<file path="src/rtl/router_fifo.sv">
// Per-destination output buffer of the 1x3 router: 16-entry byte FIFO with header tagging
// and read-side packet length tracking so data_out idles to zero after the parity byte.
module router_fifo #(
    parameter int WIDTH  = 8,
    parameter int DEPTH  = 16,
    parameter int ADDR_W = 4
) (
    input  logic             clock,
    input  logic             reset,
    input  logic             soft_reset,
    input  logic             write_enb,
    input  logic             read_enb,
    input  logic             lfd_state,
    input  logic [WIDTH-1:0] data_in,
    output logic [WIDTH-1:0] data_out,
    output logic             full,
    output logic             empty
);

    localparam logic [ADDR_W:0] PTR_ONE = (ADDR_W+1)'(1);

    logic [WIDTH:0]  mem [DEPTH];
    logic [ADDR_W:0] wr_ptr;
    logic [ADDR_W:0] rd_ptr;
    logic [6:0]      pkt_cnt;
    logic [WIDTH:0]  rd_word;
    logic [6:0]      hdr_len;
    logic            do_write;
    logic            do_read;

    assign empty = (wr_ptr == rd_ptr);
    assign full  = (wr_ptr[ADDR_W] != rd_ptr[ADDR_W]) &&
                   (wr_ptr[ADDR_W-1:0] == rd_ptr[ADDR_W-1:0]);

    // Both requests qualify on pre-edge flags; a flush cycle discards them.
    assign do_write = write_enb && !full  && !reset && !soft_reset;
    assign do_read  = read_enb  && !empty && !reset && !soft_reset;

    assign rd_word = mem[rd_ptr[ADDR_W-1:0]];
    assign hdr_len = 7'(rd_word[WIDTH-1:2]) + 7'd1;

    always_ff @(posedge clock) begin
        if (do_write) begin
            mem[wr_ptr[ADDR_W-1:0]] <= {lfd_state, data_in};
        end
    end

    always_ff @(posedge clock) begin
        if (reset || soft_reset) begin
            wr_ptr   <= '0;
            rd_ptr   <= '0;
            pkt_cnt  <= '0;
            data_out <= '0;
        end else begin
            if (do_write) begin
                wr_ptr <= wr_ptr + PTR_ONE;
            end
            if (do_read) begin
                rd_ptr   <= rd_ptr + PTR_ONE;
                data_out <= rd_word[WIDTH-1:0];
                if (rd_word[WIDTH]) begin
                    pkt_cnt <= hdr_len;
                end else if (pkt_cnt != '0) begin
                    pkt_cnt <= pkt_cnt - 7'd1;
                end
            end else if (pkt_cnt == '0) begin
                data_out <= '0;
            end
        end
    end

endmodule

</file>
<file path="config.mk">
export PLATFORM = sky130hd
export DESIGN_NAME = router_fifo
export DESIGN_NICKNAME = d
export VERILOG_FILES = /design/src/rtl/router_fifo.sv
export SDC_FILE = /design/constraint.sdc
export NUM_CORES = 1
export LEC_CHECK = 0
export CAP_MARGIN = 15
export CORE_ASPECT_RATIO = 1.25
export CORE_MARGIN = 8
export CORE_UTILIZATION = 40
export CTS_CLUSTER_DIAMETER = 30
export DETAILED_ROUTE_END_ITERATION = 16
export HOLD_SLACK_MARGIN = 0.15
export SLEW_MARGIN = 30
export SYNTH_ARGS = -nofsm -noshare
export SYNTH_HDL_FRONTEND = slang
export SYNTH_SLANG_ARGS = --single-unit
</file>
<file path="constraint.sdc">
create_clock -name clock -period 3.62 [get_ports clock]
set_clock_uncertainty 0.2 [all_clocks]
set_input_delay 0.724 -clock clock [delete_from_list [all_inputs] [get_ports clock]]
set_output_delay 0.724 -clock clock [all_outputs]
set_load 0.01 [all_outputs]
</file>
==> out/qor.yml <==
clock_latency_ns: 0.43
avgRoutedWirePerCell_microns: 21.1
dp_slack_ns: 0.448
synth_top_cell_by_area: "edfxtp_1"
die_w_microns: 134
synth-compound-area-share_pct: 3.95
final_max_slew_viol_count: 0
p_leak_nw: 2.62
grt_overflow_total: 0
required_ns: 3.77
start_kind: "flip-flop"
synth-xor-area-share_pct: 2.13
dr.pass1.iters: 6
synthesis.nets: 419
num_vias: 3685
swShare_pct: 22.1
power_density_mw_per_mm2: 488
coreArea_sq_mm: 0.0173
cts_tree: "done"
fmaxAchievable_mhz: 319
clk_pin_slew_ns: 0.07
timing.critical_path.buf_inv: 2
dp_hpwl_mm: 9.51
start_util_pct: 40.5
max_stage_delay_ns: 0.66
power_w: 0.00399
slew_headroom_pct: 57.6
ys_ff_latch: 173
setup_viol: 0
synth_top_area_share_pct: 61.8
grtUsageTotal_pct: 14.1
fin_ws_ns: 0.489
hold_violations: 0
wl_mm: 14.5
io_buffers: 23
min_period_over_period_pct: 86.5
p_clk_share_pct: 42.8
grt_pass1_vias: 3855
post_cts_buffers: 0
arrival_ns: 3.28
reg2reg_depth: 9
crit_type: "flip-flop to flip-flop"
synth_top_family_by_area: "multiplexers"
finalNetCount: 470
cts_resized: 0
clock_path_buffers: 2
die_h_microns: 164
hold_class: "flip-flop to flip-flop"
ios: 24
end_kind: "flip-flop"
cp_top_family: "multiplexers"
instances_no_fill: 686
antenna_cells: 0
async_reset_ff_share_pct: 0
areaGrowthSynthToFinish_pct: 16.8
synthCells: 398
dieArea_sq_mm: 0.0220
maxCapViolCount: 0
yosys.area_share.adder_pct: 1.25
fin_setup_tns_ns: 0
synth.area.top_cells: "edfxtp_1, mux4_2, dfxtp_1, mux4_1, nor2_1"
drtIter0Drc: 221
yosysWarnings: 0
crit_cells: 9
numCtsBuffers: 17
grt_max_degree: 26
cp_max_fo: 15
slowest_stage: "mux4_1"
grt_setup_unrepaired: "no"
synth_mux_area_share_pct: 14.5
synthesis.area_sq_mm: 0.00700
holdPathStages: 2
drc: 0
status: "finished clean"
ir_worst_vdd_uv: 347
hold_buffers: 0
place_inst: 654
synth.distinct_cells: 51
synthSimpleGateAreaFrac_pct: 6.13
grt_pass1_wl_mm: 22.7
seq_area_frac_synth_pct: 70.1
avgSynthCellArea_sq_um: 17.6
synth_most_common_cell: "edfxtp_1"
ant_nets: 0
tightest_slew_ns: 0.637
switchingPower_w: 0.000880
internal-power_w: 0.00311
pwr-share-comb_pct: 2.9
gp_congestion: 0.794
viasPerCell: 5.37
htreeDepth: 4
synth_top_flop_cell: "edfxtp_1"
fin_crit_ns: 3.13
drive_above_1_share_pct: 19.5
cts_root_buf: "clkbuf_16"
antenna_found_initial: 0
rows: 54
cts.sinks: 173
pwr-share-seq_pct: 54.3
synth-edff-count: 144
worstPathCellList: "mux4_1 -> a22o_1 -> a221oi_1 -> buf_4 -> inv_1 -> ha_1 -> xor2_1 -> mux2_2 -> o22ai_1"
synthTopCellsByCount: "edfxtp_1, nor2_1, dfxtp_1"
## flip-flops by register name (all words and copies together), names as in the netlist, named ones only
signal    cells
data_out      8
wr_ptr        5
mem         144
pkt_cnt       7
rd_ptr        5
## power groups by stage
stage          logic [W]  registers, W  clock network (W)
3_3_place_gp    0.000116       0.00221                  0
4_1_cts         0.000118       0.00217            0.00175
5_1_grt         0.000128       0.00217            0.00182
6_report        0.000116       0.00217            0.00171
2_1_floorplan  0.0000620       0.00221                  0
3_5_place_dp    0.000117       0.00221                  0
## layout make-up
| class | count | area [sq um] |
|---|---|---|
| inverters | 8 | 30.0 |
| flip-flops and latches | 173 | 4910 |
| clock inverters | 15 | 130 |
| fillers | 1519 | 9120 |
| well taps | 224 | 280 |
| clock buffers | 17 | 425 |
| repair buffers | 48 | 443 |
| multi-input cells | 201 | 1960 |
## cell families after synthesis
kind of cell             count (synthesis)
flip-flops                             173
AND/OR/NAND/NOR                         91
multiplexers                            46
AO/OA/AOI/OAI                           40
buffers and inverters                   24
XOR/XNOR                                17
adder cells (fa/ha/maj)                  7
## routing by layer
metal	part of all wire (%)	wire length [microns]	track usage [%]	vias up
met5	0	0	0	-
met4	3.0	433	7.37	0
met3	4.9	710	3.40	29
met2	51	7420	24.3	104
met1	41	5900	16.1	1864
li1	-	-	-	1688
## worst paths after layout
| check | endpoint | slack [ns] | start |
|---|---|---|---|
| max | pkt_cnt[2]$_SDFFE_PP0P_ | 0.49 | flip-flop |
| min | data_out[1]$_SDFFE_PP0P_ | 0.28 | data_out[1]$_SDFFE_PP0P_ |
| max reg2reg | pkt_cnt[2]$_SDFFE_PP0P_ | 0.49 | flip-flop |
| min reg2reg | data_out[1]$_SDFFE_PP0P_ | 0.28 | data_out[1]$_SDFFE_PP0P_ |
## stage by stage
step	hold WS, ns	utilization (%)	instance area, sq um
2_1_floorplan	0.261	-	7000
3_3_place_gp	0.259	44.0	7620
3_5_place_dp	0.271	44.1	7620
4_1_cts	0.280	47.3	8180
5_1_grt	0.313	47.3	8180
6_report	0.276	47.3	8180
## cell usage in the layout, fill, tap and decap left out, drive strengths merged, types with 9 or more instances in the layout
master,n
nor3,10
o21ai,11
nor2,34
clkbuf,17
mux4,40
buf,25
edfxtp,144
dfxtp,29
clkdlybuf4s50,23
nand3,9
xor2,9
nand2,17
inv,13
## tightest hold or removal path: stages (launching register included)
cell and delay (ns):
dfxtp_1 0.31, nand3_1 0.06, a21oi_1 0.06
No activity file was read; power rests on OpenSTA's default activity.
